**src/rtl/writeback_ctrl_pkg.sv**
```systemverilog
// Shared types and encodings for the register-file write-back sequencer.
// Covers the FSM states, instruction classes, select codes and MIPS opcode/funct values.
package writeback_ctrl_pkg;

    typedef enum logic [2:0] {
        ST_IDLE     = 3'd0,
        ST_CLASSIFY = 3'd1,
        ST_WAIT_ALU = 3'd2,
        ST_WAIT_MEM = 3'd3,
        ST_WRITE    = 3'd4,
        ST_DONE     = 3'd5,
        ST_EXCEPT   = 3'd6
    } state_t;

    typedef enum logic [1:0] {
        CLS_NONE   = 2'd0,
        CLS_DIRECT = 2'd1,
        CLS_ALU    = 2'd2,
        CLS_LOAD   = 2'd3
    } wb_class_t;

    typedef enum logic [1:0] {
        REGDEST_RT = 2'b00,
        REGDEST_RD = 2'b01,
        REGDEST_RA = 2'b10,
        REGDEST_SP = 2'b11
    } regdest_t;

    typedef enum logic [2:0] {
        WBDATA_ALU = 3'b000,
        WBDATA_MDR = 3'b001,
        WBDATA_PC  = 3'b010,
        WBDATA_HI  = 3'b011,
        WBDATA_LO  = 3'b100,
        WBDATA_IMM = 3'b101
    } wbdata_t;

    typedef struct packed {
        wb_class_t cls;
        regdest_t  regdest;
        wbdata_t   wbdata;
        logic      ovf_chk;
    } decode_t;

    localparam logic [5:0] OP_RTYPE = 6'h00;
    localparam logic [5:0] OP_J     = 6'h02;
    localparam logic [5:0] OP_JAL   = 6'h03;
    localparam logic [5:0] OP_BEQ   = 6'h04;
    localparam logic [5:0] OP_BNE   = 6'h05;
    localparam logic [5:0] OP_ADDI  = 6'h08;
    localparam logic [5:0] OP_ADDIU = 6'h09;
    localparam logic [5:0] OP_SLTI  = 6'h0A;
    localparam logic [5:0] OP_ANDI  = 6'h0C;
    localparam logic [5:0] OP_LUI   = 6'h0F;
    localparam logic [5:0] OP_LB    = 6'h20;
    localparam logic [5:0] OP_LH    = 6'h21;
    localparam logic [5:0] OP_LW    = 6'h23;
    localparam logic [5:0] OP_SW    = 6'h2B;

    localparam logic [5:0] FN_JR    = 6'h08;
    localparam logic [5:0] FN_MFHI  = 6'h10;
    localparam logic [5:0] FN_MFLO  = 6'h12;
    localparam logic [5:0] FN_ADD   = 6'h20;
    localparam logic [5:0] FN_ADDU  = 6'h21;
    localparam logic [5:0] FN_SUB   = 6'h22;
    localparam logic [5:0] FN_AND   = 6'h24;
    localparam logic [5:0] FN_OR    = 6'h25;
    localparam logic [5:0] FN_SLT   = 6'h2A;

endpackage

```
**src/rtl/writeback_ctrl_if.sv**
```systemverilog
// Instruction/handshake bundle between the control path and the write-back sequencer.
interface writeback_ctrl_if;
    import writeback_ctrl_pkg::*;

    logic       start;
    logic [5:0] opcode;
    logic [5:0] funct;
    logic       alu_overflow;
    logic       mem_ready;
    logic       mem_req;
    regdest_t   seletor_regdest;
    wbdata_t    seletor_wbdata;
    logic       reg_write;
    logic       busy;
    logic       done;
    logic       exception;

    modport master (
        output start, opcode, funct, alu_overflow, mem_ready,
        input  mem_req, seletor_regdest, seletor_wbdata, reg_write, busy, done, exception
    );

    modport slave (
        input  start, opcode, funct, alu_overflow, mem_ready,
        output mem_req, seletor_regdest, seletor_wbdata, reg_write, busy, done, exception
    );
endinterface

```
**src/rtl/writeback_ctrl_wb_decode.sv**
```systemverilog
// Combinational instruction classifier: opcode/funct -> write-back class, selects and overflow check.
module wb_decode
    import writeback_ctrl_pkg::*;
(
    input  logic [5:0] opcode,
    input  logic [5:0] funct,
    output decode_t    dec
);

    // classify; anything not listed falls through to the no-write class
    always_comb begin
        dec = '{CLS_NONE, REGDEST_RT, WBDATA_ALU, 1'b0};
        case (opcode)
            OP_RTYPE: begin
                case (funct)
                    FN_MFHI:                      dec = '{CLS_DIRECT, REGDEST_RD, WBDATA_HI, 1'b0};
                    FN_MFLO:                      dec = '{CLS_DIRECT, REGDEST_RD, WBDATA_LO, 1'b0};
                    FN_ADD, FN_SUB:               dec = '{CLS_ALU, REGDEST_RD, WBDATA_ALU, 1'b1};
                    FN_ADDU, FN_AND, FN_OR, FN_SLT: dec = '{CLS_ALU, REGDEST_RD, WBDATA_ALU, 1'b0};
                    FN_JR:                        dec = '{CLS_NONE, REGDEST_RT, WBDATA_ALU, 1'b0};
                    default:                      dec = '{CLS_NONE, REGDEST_RT, WBDATA_ALU, 1'b0};
                endcase
            end
            OP_LW, OP_LH, OP_LB:            dec = '{CLS_LOAD, REGDEST_RT, WBDATA_MDR, 1'b0};
            OP_JAL:                         dec = '{CLS_DIRECT, REGDEST_RA, WBDATA_PC, 1'b0};
            OP_LUI:                         dec = '{CLS_DIRECT, REGDEST_RT, WBDATA_IMM, 1'b0};
            OP_ADDI:                        dec = '{CLS_ALU, REGDEST_RT, WBDATA_ALU, 1'b1};
            OP_ADDIU, OP_SLTI, OP_ANDI:     dec = '{CLS_ALU, REGDEST_RT, WBDATA_ALU, 1'b0};
            OP_SW, OP_BEQ, OP_BNE, OP_J:    dec = '{CLS_NONE, REGDEST_RT, WBDATA_ALU, 1'b0};
            default:                        dec = '{CLS_NONE, REGDEST_RT, WBDATA_ALU, 1'b0};
        endcase
    end

endmodule

```
**src/rtl/writeback_ctrl.sv**
```systemverilog
// Register-file write-back sequencer: classifies an instruction, waits on ALU latency or
// the memory handshake, then issues a single-cycle reg_write, or an exception instead.
module writeback_ctrl
    import writeback_ctrl_pkg::*;
#(
    parameter int unsigned ALU_LAT     = 1,
    parameter int unsigned MEM_TIMEOUT = 15
) (
    input  logic              clk,
    input  logic              reset,
    writeback_ctrl_if.slave   bus
);

    localparam logic [7:0] ALU_LAT_M1 = 8'(ALU_LAT - 1);
    localparam logic [7:0] MEM_TO_M1  = 8'(MEM_TIMEOUT - 1);

    state_t     state_r, next_state_s;
    logic [7:0] cnt_r, cnt_next_s;
    logic [5:0] opcode_r, funct_r;
    logic       ovf_chk_r;
    decode_t    dec_s;

    regdest_t   regdest_r;
    wbdata_t    wbdata_r;
    logic       mem_req_r, reg_write_r, busy_r, done_r, exception_r;

    wb_decode u_decode (
        .opcode (opcode_r),
        .funct  (funct_r),
        .dec    (dec_s)
    );

    // next-state and counter update
    always_comb begin
        next_state_s = state_r;
        cnt_next_s   = cnt_r;
        case (state_r)
            ST_IDLE: begin
                if (bus.start) next_state_s = ST_CLASSIFY;
                else           next_state_s = ST_IDLE;
            end
            ST_CLASSIFY: begin
                case (dec_s.cls)
                    CLS_DIRECT: next_state_s = ST_WRITE;
                    CLS_ALU: begin
                        next_state_s = ST_WAIT_ALU;
                        cnt_next_s   = ALU_LAT_M1;
                    end
                    CLS_LOAD: begin
                        next_state_s = ST_WAIT_MEM;
                        cnt_next_s   = 8'd0;
                    end
                    default: next_state_s = ST_DONE;
                endcase
            end
            ST_WAIT_ALU: begin
                if (cnt_r == 8'd0) begin
                    if (ovf_chk_r && bus.alu_overflow) next_state_s = ST_EXCEPT;
                    else                               next_state_s = ST_WRITE;
                end else begin
                    cnt_next_s = cnt_r - 8'd1;
                end
            end
            ST_WAIT_MEM: begin
                // a ready arriving on the timeout cycle still wins
                if (bus.mem_ready)           next_state_s = ST_WRITE;
                else if (cnt_r >= MEM_TO_M1) next_state_s = ST_EXCEPT;
                else                         cnt_next_s   = cnt_r + 8'd1;
            end
            ST_WRITE:  next_state_s = ST_DONE;
            ST_DONE:   next_state_s = ST_IDLE;
            ST_EXCEPT: next_state_s = ST_IDLE;
            default:   next_state_s = ST_IDLE;
        endcase
    end

    // state, counter and captured instruction fields
    always_ff @(posedge clk or posedge reset) begin
        if (reset) begin
            state_r   <= ST_IDLE;
            cnt_r     <= 8'd0;
            opcode_r  <= 6'd0;
            funct_r   <= 6'd0;
            ovf_chk_r <= 1'b0;
        end else begin
            state_r <= next_state_s;
            cnt_r   <= cnt_next_s;
            if (state_r == ST_IDLE && bus.start) begin
                opcode_r <= bus.opcode;
                funct_r  <= bus.funct;
            end
            if (state_r == ST_CLASSIFY) ovf_chk_r <= dec_s.ovf_chk;
        end
    end

    // outputs registered from the next state so each lines up with its state cycle
    always_ff @(posedge clk or posedge reset) begin
        if (reset) begin
            regdest_r   <= REGDEST_RT;
            wbdata_r    <= WBDATA_ALU;
            mem_req_r   <= 1'b0;
            reg_write_r <= 1'b0;
            busy_r      <= 1'b0;
            done_r      <= 1'b0;
            exception_r <= 1'b0;
        end else begin
            if (state_r == ST_CLASSIFY) begin
                regdest_r <= dec_s.regdest;
                wbdata_r  <= dec_s.wbdata;
            end else if (next_state_s == ST_IDLE) begin
                regdest_r <= REGDEST_RT;
                wbdata_r  <= WBDATA_ALU;
            end
            mem_req_r   <= (next_state_s == ST_WAIT_MEM);
            reg_write_r <= (next_state_s == ST_WRITE);
            busy_r      <= (next_state_s != ST_IDLE);
            done_r      <= (next_state_s == ST_DONE);
            exception_r <= (next_state_s == ST_EXCEPT);
        end
    end

    assign bus.seletor_regdest = regdest_r;
    assign bus.seletor_wbdata  = wbdata_r;
    assign bus.mem_req         = mem_req_r;
    assign bus.reg_write       = reg_write_r;
    assign bus.busy            = busy_r;
    assign bus.done            = done_r;
    assign bus.exception       = exception_r;

endmodule

```
**src/flat_wrapper.sv**
```systemverilog
// flat-port wrapper written by rule: the top's interface ports become plain ports
module writeback_ctrl_flat import writeback_ctrl_pkg::*;
#(
    parameter int unsigned ALU_LAT     = 1,
    parameter int unsigned MEM_TIMEOUT = 15
)
  (clk, reset, bus_start, bus_opcode, bus_funct, bus_alu_overflow, bus_mem_ready, bus_mem_req, bus_seletor_regdest, bus_seletor_wbdata, bus_reg_write, bus_busy, bus_done, bus_exception);
  writeback_ctrl_if bus_i ();
  input  logic clk;
  input  logic reset;
  input wire logic [$bits(bus_i.start)-1:0] bus_start;
  input wire logic [$bits(bus_i.opcode)-1:0] bus_opcode;
  input wire logic [$bits(bus_i.funct)-1:0] bus_funct;
  input wire logic [$bits(bus_i.alu_overflow)-1:0] bus_alu_overflow;
  input wire logic [$bits(bus_i.mem_ready)-1:0] bus_mem_ready;
  output wire logic [$bits(bus_i.mem_req)-1:0] bus_mem_req;
  output wire logic [$bits(bus_i.seletor_regdest)-1:0] bus_seletor_regdest;
  output wire logic [$bits(bus_i.seletor_wbdata)-1:0] bus_seletor_wbdata;
  output wire logic [$bits(bus_i.reg_write)-1:0] bus_reg_write;
  output wire logic [$bits(bus_i.busy)-1:0] bus_busy;
  output wire logic [$bits(bus_i.done)-1:0] bus_done;
  output wire logic [$bits(bus_i.exception)-1:0] bus_exception;
  assign bus_i.start = bus_start;
  assign bus_i.opcode = bus_opcode;
  assign bus_i.funct = bus_funct;
  assign bus_i.alu_overflow = bus_alu_overflow;
  assign bus_i.mem_ready = bus_mem_ready;
  assign bus_mem_req = bus_i.mem_req;
  assign bus_seletor_regdest = bus_i.seletor_regdest;
  assign bus_seletor_wbdata = bus_i.seletor_wbdata;
  assign bus_reg_write = bus_i.reg_write;
  assign bus_busy = bus_i.busy;
  assign bus_done = bus_i.done;
  assign bus_exception = bus_i.exception;
  writeback_ctrl #(.ALU_LAT(ALU_LAT), .MEM_TIMEOUT(MEM_TIMEOUT)) u_core (.clk(clk), .reset(reset), .bus(bus_i));
endmodule
```
**config.mk**
```make
export PLATFORM = sky130hd
export DESIGN_NAME = writeback_ctrl_flat
export DESIGN_NICKNAME = d
export VERILOG_FILES = /design/src/rtl/writeback_ctrl_pkg.sv /design/src/rtl/writeback_ctrl_if.sv /design/src/rtl/writeback_ctrl_wb_decode.sv /design/src/rtl/writeback_ctrl.sv /design/src/flat_wrapper.sv
export SDC_FILE = /design/constraint.sdc
export NUM_CORES = 1
export LEC_CHECK = 0
export ABC_AREA = 1
export CORE_ASPECT_RATIO = 2
export CORE_MARGIN = 1.5
export CORE_UTILIZATION = 40
export DETAILED_ROUTE_END_ITERATION = 8
export PLACE_DENSITY_LB_ADDON = 0.05
export SLEW_MARGIN = 20
export SYNTH_ARGS = -nofsm -noshare
export SYNTH_HDL_FRONTEND = slang
export SYNTH_SLANG_ARGS = --single-unit
export TNS_END_PERCENT = 50
```
**constraint.sdc**
```tcl
create_clock -name clk -period 6.2 [get_ports clk]
set_input_delay 0.93 -clock clk [delete_from_list [all_inputs] [get_ports clk]]
set_output_delay 0.93 -clock clk [all_outputs]
set_load 0.005 [all_outputs]
```
==> impl_metrics.toml <==
[layout]
final_layout_size_suffix_gt1_share_pct = 13.9
insertedDiodeCount = 0
finalNonFillerCells = 323
area_overhead_of_the_layout_relative_to_synthesis_pct = 21.2
design.final.nets = 292

[critical_path]
largest_driver_fanout_on_the_critical_path = 6
timing.critical_path.slowest_cell_delay_ns = 0.44
r2r-end = "u_core.cnt_r[7]"
slowest_stage = "dfrtp_1"
critPathMostFrequentCell = "nand2_1"
worstReg2RegStart = "u_core.state_r[2]"
crit_startpoint = "u_core.state_r[2]"
depth_of_the_most_critical_reg_to_reg_path = 11
ff2ff_setup_slack_ns = 3.87
crit_path_end_kind = "register"
timing.critical_path.arrival_ns = 2.54
crit_chain = "inv_2, nand2_4, nor2_4, inv_1, ha_1, a21oi_1, a21boi_0, nand2_1, nand2_1, nand2_1, o21ai_1"
crit_path_end = "u_core.cnt_r[7]"
cp-start-kind = "register"
worstPathRequired_ns = 6.40
worstSetupPathType = "register to register"

[sta]
period_needed_ns = 2.33
finalSetupTns_ns = 0
finalHoldViolCount = 0
layout_worst_path_cycle_share_pct = 37.6
max_clock_freq_mhz = 429
fin_worst_skew_ns = 0.00587
total_setup_violations_reported_at_the_end_of_the_flow = 0
worst-slew-pin-transition_ns = 0.440
grt_setup_unrepaired = "no"
final-max-slew-violation-count = 0
normalized_max_slew_margin_pct = 70.7

[clock_network]
clkSlewWorstSetupHoldPaths_ns = 0.07
insertion_delay_of_the_later_clocked_pin_in_the_worst_skew_pair_ns = 0.29
postCtsSetupBuffers = 0
cts.sinks = 34
htree_num_levels = 2
cts_root_buf = "clkbuf_8"
post_cts.resized_instances = 0
cts_tree = "built"
cts-root-to-sink-buffers = 2
cts.hold.buffers_added = 0
tritoncts_buffer_count = 5

[yosys]
postSynthAreaPerCell_um2 = 8.56
yosys_register_bits = 34
distinct_cell_type_count_after_synthesis = 35
post_synth_instance_area_mm2 = 0.00199
synth_async_sr_flop_share_pct = 100
synthDominantAreaCellType = "dfrtp_1"
synth-edff-count = 0
yosysTopAreaCellShare_pct = 42.8
yosysWarnings = 0
top_cells_by_area_in_the_synthesized_netlist = "dfrtp_1 43%, nand2_1 9.1%, ha_1 5.7%"
postSynthCellCount = 232
seq_area_frac_synth_pct = 42.8
ys_dominant_reg_cell = "dfrtp_1"
synthesis.nets = 259

[placement]
placed_cells = 315
numPortBuffers = 26
gp_congestion = 0.768
hpwl_mm = 3.41

[global_route]
grt_start_max_net_pins = 35
antenna_found_initial = 0
globalRouteTotalUtil_pct = 17.9
globalRouteOverflowTotal = 0
number_of_global_route_vias_before_repair = 1516
global_route_wire_length_before_repair_mm = 6.87

[drt]
vias = 1579
ant_nets = 0
drt_pre_antenna_iters = 4
totalWireLength_mm = 4.22
remaining_drc_errors = 0
route.detailed.vias_per_inst = 4.89
dr.first_iter.drc_count = 23
post_drt_wl_per_cell_um = 13.1

[worst_hold_path]
min-delay-path-class = "register to register"

[power_and_ir_drop]
power.leakage_nw = 1.26
vdd_ir_drop_max_mv = 0.263
cellPowerDensity_mw_per_mm2 = 398

[die]
width_of_the_chip_um = 52.8
initial_core_util_pct = 41.2
placeableCoreArea_mm2 = 0.00482
core.rowCount = 36
die_h_um = 103
die_area_mm2 = 0.00542
io_pins = 27

[run]
cap_viol_max_count = 0

[run_status]
status = "complete, no violations"
## placed cells by master, fill, tap and decap left out, drive strengths merged, types with 2 or more instances in the layout
cell type      count
a21oi             12
dfrtp             34
clkdlybuf4s50     26
ha                 9
mux2               6
nor2              28
nand2             53
nand4              2
nand3             17
inv               32
o21ai             14
o211ai             2
xor2               5
clkbuf             6
clkinv             2
nor3               7
## synthesized netlist by cell type (all sizes together) (2+ instances only)
library cell	number
o211ai	2
nor3	7
xor2	5
o21ai	14
inv	32
nand4	2
ha	9
nand3	17
nor2	28
dfrtp	34
a21oi	12
mux2	6
nand2	53
## metrics by stage
step	setup WS (ns)	hold slack, ns	total power [mW]	util (%)	area, um2
after global routing	3.67	0.526	1.05	49.9	2410
after detailed placement	3.84	0.473	0.808	48.2	2320
after global placement	3.84	0.464	0.809	48.2	2320
after CTS	3.83	0.493	0.974	49.9	2410
final	3.87	0.491	0.959	49.9	2410
after floorplan	4.18	0.449	0.686	-	1990
## cells by family after synthesis
kind of cell | Yosys count | synth area share, %
xor+xnor | 6 | 2.64
flops | 34 | 42.8
buf+inv | 33 | 6.30
compound gates | 35 | 10.7
fa+ha+maj | 10 | 6.68
mux | 6 | 3.40
simple gates | 108 | 27.5
## per-layer routing
metal	share of wire (%)	vias up	routed length (um)	track usage (%)
met5	0	-	0	0
met4	2.5	0	104	8.28
met3	2.0	8	84	3.48
met2	60	18	2540	36.4
met1	35	725	1500	15.2
li1	-	828	-	-
## registers in the layout, indices dropped and copies added, names as in the netlist
name                        cells
u_core.ovf_chk_r                1
u_core.bus.seletor_regdest      2
u_core.bus.seletor_wbdata       3
u_core.bus.mem_req              1
u_core.cnt_r                    8
u_core.bus.busy                 1
u_core.bus.reg_write            1
u_core.state_r                  3
u_core.bus.exception            1
u_core.opcode_r                 6
u_core.bus.done                 1
u_core.funct_r                  6
## final cells by class
class | count | area (um2)
fill | 497 | 2410
multi-input combinational | 165 | 1010
sequential | 34 | 851
timing repair buffer | 27 | 268
inverter | 32 | 120
clock buffer | 6 | 72.6
tap | 57 | 71.3
clock inverter | 2 | 13.8
## worst max-delay path, delay by kind of cell, from the launching register on
| family | cells | cell delay (ns) |
|---|---|---|
| AND/OR/NAND/NOR | 5 | 0.49 |
| flip-flops | 1 | 0.44 |
| adder cells (fa/ha/maj) | 1 | 0.35 |
| AO/OA/AOI/OAI | 3 | 0.65 |
| buffers and inverters | 2 | 0.32 |
## where the power goes
group          switching [mW]  internal (mW)  leakage (nW)  total, mW
clock network          0.0834         0.0791        0.0452      0.163
registers              0.0522          0.289         0.432      0.341
logic                   0.273          0.182         0.788      0.455
## worst min-delay path by stage
| stage | endpoint | startpoint | cells past startpoint | slack (ns) |
|---|---|---|---|---|
| after floorplan | u_core.ovf_chk_r | u_core.ovf_chk_r | 2 | 0.45 |
| after global placement | u_core.ovf_chk_r | u_core.ovf_chk_r | 2 | 0.46 |
| after detailed placement | u_core.ovf_chk_r | u_core.ovf_chk_r | 2 | 0.47 |
| after CTS | u_core.ovf_chk_r | u_core.ovf_chk_r | 2 | 0.49 |
| after global routing | u_core.funct_r[2] | u_core.funct_r[2] | 1 | 0.53 |
| final | u_core.ovf_chk_r | u_core.ovf_chk_r | 2 | 0.49 |
No activity file was read; power rests on OpenSTA's default activity.
==> edit 1, RTL diff (same flow settings) <==
The 7 states of `state_t` get a one-hot encoding in 7 bits.
--- a/src/rtl/writeback_ctrl_pkg.sv
+++ b/src/rtl/writeback_ctrl_pkg.sv
@@ -3,12 +3,12 @@
 package writeback_ctrl_pkg;
 
-    typedef enum logic [2:0] {
-        ST_IDLE     = 3'd0,
-        ST_CLASSIFY = 3'd1,
-        ST_WAIT_ALU = 3'd2,
-        ST_WAIT_MEM = 3'd3,
-        ST_WRITE    = 3'd4,
-        ST_DONE     = 3'd5,
-        ST_EXCEPT   = 3'd6
+    typedef enum logic [6:0] {
+        ST_IDLE     = 7'b0000001,
+        ST_CLASSIFY = 7'b0000010,
+        ST_WAIT_ALU = 7'b0000100,
+        ST_WAIT_MEM = 7'b0001000,
+        ST_WRITE    = 7'b0010000,
+        ST_DONE     = 7'b0100000,
+        ST_EXCEPT   = 7'b1000000
     } state_t;
 
Function: no difference found for any inputs over 10 cycles, from zero or initial values and one cycle with reset high; not proved beyond that.
==> edit 1 against the original RTL <==
- first-iteration DRC count grew 140%
- setup slack improved by 0.075 ns
- sequential cell count grew 4
- sequential power is 7.0% higher
- routed wire length is 25% higher
- synthesized area grew 11%
- total power decreased by 0.88%
- final area is 8.3% higher
- non-clock buffer count did not move
==> edit 1: results (changes against the original RTL) <==
[status]
status = finished, final reports clean

[route]
drt-met1-wl_mm = 1.78  ; +19%
wl_met3_um = 103  ; +23%
post_drt_wl_per_cell_um = 13.7  ; +4.9%
vias_per_cell = 5.16  ; +5.6%
firstDrtPassIters = 4  ; unchanged
drt_iter0_drc = 56  ; +140%
dr_wl_met2_mm = 3.21  ; +27%

[synthesis]
synthMuxAreaShare = 0  ; -0.0340
synth_cells = 295  ; +27%
yosys-top-cells-count = 95 x nand2_1, 37 x dfrtp_1, 32 x inv_1
synth_fa_ha_area_frac = 0.0432  ; -0.0236
synth_compound_area_frac = 0.0772  ; -0.0298
synth_cell_types = 30  ; -14%
synth_area_leaders = dfrtp_1 42%, nand2_1 16%, nand3_1 6.8%
yosysSeqAreaShare = 0.432  ; +0.00393
synthXorXnorAreaFrac = 0.00795  ; -0.0185
ys_warn_count = 0  ; unchanged
synth_nets = 319  ; +23%

[layout]
drive_gt1_frac = 0.0798  ; -0.0593
reg_top3 = u_core.cnt_r (8), u_core.state_r (7)
instances_no_fill = 386  ; +20%
final_nets = 349  ; +20%
fill_cells = 575  ; +16%

[clocking]
cts_setup_buffers = 0  ; unchanged
clock_latency_ns = 0.29  ; about the same
clkTransAtPathRegs_ns = 0.07  ; about the same
htreeDepth = 2  ; unchanged
root_buffer = clkbuf_8
numCtsBuffers = 5  ; unchanged

[placed_design]
io_buffer_count = 26  ; unchanged
gp_congestion = 0.902  ; +18%
dp_hpwl_mm = 4.32  ; +27%
placedCellCount = 378  ; +20%

[grt]
grt_max_degree = 39  ; +11%
grt_pass1_wl_mm = 9.07  ; +32%
grt_usage = 0.197  ; +0.0181
grt_pass1_vias = 2041  ; +35%

[timing]
slew_violations = 0  ; unchanged
tightest_slew_ns = 0.503  ; +0.0638 ns
skew_ns = 0.00405  ; -0.00182 ns

[setup_path]
cp_max_fo = 8  ; +2
arrival_ns = 2.44  ; -0.10 ns
crit_slowest_cell = ha_1
max_stage_delay_ns = 0.44  ; about the same
critPathTopFamily = simple AND/OR/NAND/NOR gates

[pwr]
p_int_w = 0.000544  ; -1.1%
vdd_drop_max_mv = 0.260  ; -1.2%
leakagePower_nw = 1.33  ; +5.5%

-- edit 1: cell types whose count changed after synthesis, moves of 6 or more --
cell	delta
nand2_1	+47
mux2_2	-6
nand4_1	+9
nand3_1	+16
inv_1	+6
a21oi_1	-6
-- edit 1: per-stage QoR --
stage          area (um2)   util  hold WS, ns  total power, W  setup WS (ns)
2_1_floorplan        2200      -        0.450        0.000676           4.21
3_3_place_gp         2510  0.468        0.467        0.000786           3.98
3_5_place_dp         2510  0.468        0.470        0.000789           3.93
4_1_cts              2610  0.485        0.491        0.000967           3.92
5_1_grt              2610  0.485        0.498         0.00104           3.75
6_report             2610  0.485        0.483        0.000950           3.94
-- edit 1: logic make-up (layout without fill, tap and decap cells) --
family	after synthesis	after routing
and+or+nand+nor	180	180
DFF	38	38
buffers and inverters	38	69
AOI/OAI and AO/OA	30	30
adders and majority gates	7	7
xor gates and xnor gates	2	2
-- edit 1: final cells by class --
| class | instances | area, um2 | share of cell area |
|---|---|---|---|
| Clock buffer | 7 | 86.3 | 0.0331 |
| Timing Repair Buffer | 27 | 268 | 0.103 |
| Sequential cell | 38 | 952 | 0.365 |
| Multi-Input combinational cell | 219 | 1090 | 0.419 |
| Tap cell | 60 | 75.1 | 0.0288 |
| Inverter | 34 | 128 | 0.0490 |
| Clock inverter | 1 | 5.00 | 0.00192 |
-- edit 1: tightest hold or removal path: stages (launching register included) --
cell	delay, ns
dfrtp_1	0.35
nand2_1	0.06
nand2_1	0.05
-- edit 1: path summary, 6_finish.rpt --
path | cells past startpoint | slack (ns) | from | end
setup / recovery | 12 | 3.94 | u_core.state_r[6]$_DFF_PP0_ | u_core.cnt_r[5]$_DFFE_PP0P_
setup reg to reg | 12 | 3.94 | u_core.state_r[6]$_DFF_PP0_ | u_core.cnt_r[5]$_DFFE_PP0P_
min in group asynchronous | 3 | 1.05 | reset | u_core.opcode_r[3]$_DFFE_PP0P_
hold / removal | 2 | 0.48 | u_core.funct_r[2]$_DFFE_PP0P_ | u_core.funct_r[2]$_DFFE_PP0P_
max in group asynchronous | 3 | 4.79 | reset | u_core.state_r[0]$_DFF_PP1_
hold reg to reg | 2 | 0.48 | u_core.funct_r[2]$_DFFE_PP0P_ | u_core.funct_r[2]$_DFFE_PP0P_
-- edit 1: power groups by stage --
stage               Sequential, W  Combinational (W)  Clock, W
detailed placement       0.000370           0.000419         0
CTS                      0.000366           0.000420  0.000181
floorplan                0.000361           0.000314         0
finish                   0.000365           0.000410  0.000175
global route             0.000374           0.000474  0.000191
global placement         0.000370           0.000416         0
-- edit 1: metal layers --
metal  vias to the layer above  global-route usage
li1                       1018                   -
met4                         0               0.103
met1                       915               0.176
met5                         -                   0
met3                        19              0.0275
met2                        41               0.405
==> edit 2, RTL diff (same flow settings) <==
Made on the original files. `MEM_TIMEOUT` is set to 15 in 2 places; all go to 7.
--- a/src/rtl/writeback_ctrl.sv
+++ b/src/rtl/writeback_ctrl.sv
@@ -5,5 +5,5 @@
 #(
     parameter int unsigned ALU_LAT     = 1,
-    parameter int unsigned MEM_TIMEOUT = 15
+    parameter int unsigned MEM_TIMEOUT = 7
 ) (
     input  logic              clk,
--- a/src/flat_wrapper.sv
+++ b/src/flat_wrapper.sv
@@ -3,5 +3,5 @@
 #(
     parameter int unsigned ALU_LAT     = 1,
-    parameter int unsigned MEM_TIMEOUT = 15
+    parameter int unsigned MEM_TIMEOUT = 7
 )
   (clk, reset, bus_start, bus_opcode, bus_funct, bus_alu_overflow, bus_mem_ready, bus_mem_req, bus_seletor_regdest, bus_seletor_wbdata, bus_reg_write, bus_busy, bus_done, bus_exception);
Check against the original RTL: not equivalent (a bounded check fails within 10 cycles, from zero or initial values and one cycle with reset high).
==> edit 2 against the original RTL <==
- sequential cell count unchanged
- sequential power is 2% lower
- global-route usage is 1.5 points higher
- routed wire length increased by 5.6%
- final area about the same
- setup slack worse by 0.35 ns
- cell count up 2.2%
- utilization is 1.9 points higher
- total power increased by 0.32%
- first-iteration DRC count increased by 26%
- synthesized area is 1.1% lower
- highest routed layer unchanged
- non-clock buffer count did not move
==> edit 2: results (changes against the original RTL) <==
[timing]
skew_ns = 0.00753  ; +0.00166 ns
tightest_slew_ns = 0.453  ; +0.0132 ns

[layout]
clk_share = 0.0458  ; +0.00990
fill_cells = 493  ; -0.80%
multi_input_area_um2 = 1000  ; -1.1%
buf_share = 0.111  ; about the same
area_growth_pct = 22.5
nNonClkInverters = 29  ; -9.4%
final_nets = 302  ; +3.4%
drive_gt1_frac = 0.109  ; -0.0300

[pwr]
leakagePower_nw = 1.21  ; -4.1%
vdd_drop_max_mv = 0.251  ; -4.8%

[status]
status = finished, final reports clean

[synthesis]
synthMuxAreaShare = 0.0287  ; -0.00534
synth_fa_ha_area_frac = 0.0739  ; +0.00713
yosysSeqAreaShare = 0.433  ; +0.00491
async_reset_ff_frac = 1.00  ; unchanged
ys_ff_latch = 34  ; unchanged
syn_avg_cell_area_um2 = 8.15  ; -4.8%
synth_nets = 269  ; +3.9%
synth_compound_area_frac = 0.0975  ; -0.00960
synth_area_leaders = dfrtp_1 43%, nand2_1 10%, nor2_1 6.5%
synth_cell_types = 30  ; -14%
yosys-top-cells-count = 54 x nand2_1, 34 x dfrtp_1, 34 x nor2_1
synthXorXnorAreaFrac = 0.0223  ; -0.00416

[grt]
grt_usage = 0.193  ; +0.0146
grt_pass1_wl_mm = 7.33  ; +6.8%

[route]
finalWirelength_mm = 4.46  ; +5.6%
post_drt_wl_per_cell_um = 13.5  ; +3.3%

[setup_path]
ff2ff_path_depth = 14  ; +3
arrival_ns = 2.86  ; +0.32 ns

[placed_design]
placed_area_mm2 = 0.00230  ; -1.1%
gp_congestion = 0.843  ; +9.8%
placedCellCount = 322  ; +2.2%

## edit 2: cell types whose count changed after synthesis, moves of 2 or more
cell	change
o211ai_1	-2
nor3_1	-3
nor2_1	+11
nand2_2	+2
o21ai_0	+2
nand2_4	-3
nand2_1	+6
o21ai_1	-2
inv_2	-3
nand4_1	+4
## edit 2: final timing paths
check | end | startpoint | slack [ns]
max in group asynchronous | u_core.bus.busy$_DFF_PP0_ | reset | 4.84
worst max register to register | u_core.bus.seletor_wbdata[1]$_DFFE_PP0P_ | u_core.opcode_r[0]$_DFFE_PP0P_ | 3.51
worst min register to register | u_core.ovf_chk_r$_DFFE_PP0P_ | u_core.ovf_chk_r$_DFFE_PP0P_ | 0.48
worst min-delay path | u_core.ovf_chk_r$_DFFE_PP0P_ | u_core.ovf_chk_r$_DFFE_PP0P_ | 0.48
min in group asynchronous | u_core.state_r[1]$_DFF_PP0_ | reset | 1.04
worst max-delay path | u_core.bus.seletor_wbdata[1]$_DFFE_PP0P_ | u_core.opcode_r[0]$_DFFE_PP0P_ | 3.51
## edit 2: layer usage
layer / wire length (um) / vias to the layer above / track usage
met5: 0 / - / 0
met4: 201 / 0 / 0.130
met3: 87 / 15 / 0.0292
met2: 2710 / 30 / 0.385
met1: 1460 / 780 / 0.159
li1: - / 844 / -
## edit 2: worst max-delay path, stage by stage, from the launching register on
cell	delay, ns
dfrtp_1	0.39
nor2_1	0.23
nand2_1	0.09
nor2_1	0.23
nand4_1	0.20
nand2_1	0.17
inv_1	0.07
ha_1	0.20
or2_2	0.28
nand2_1	0.06
nand3_1	0.08
nor2_2	0.27
nand3_4	0.15
nand3_1	0.10
nand2_1	0.05
## edit 2: report_power, final
part	switching, W	total, W	internal [W]
clock	0.0000792	0.000191	0.000112
combinational	0.000266	0.000436	0.000169
sequential	0.0000477	0.000335	0.000287
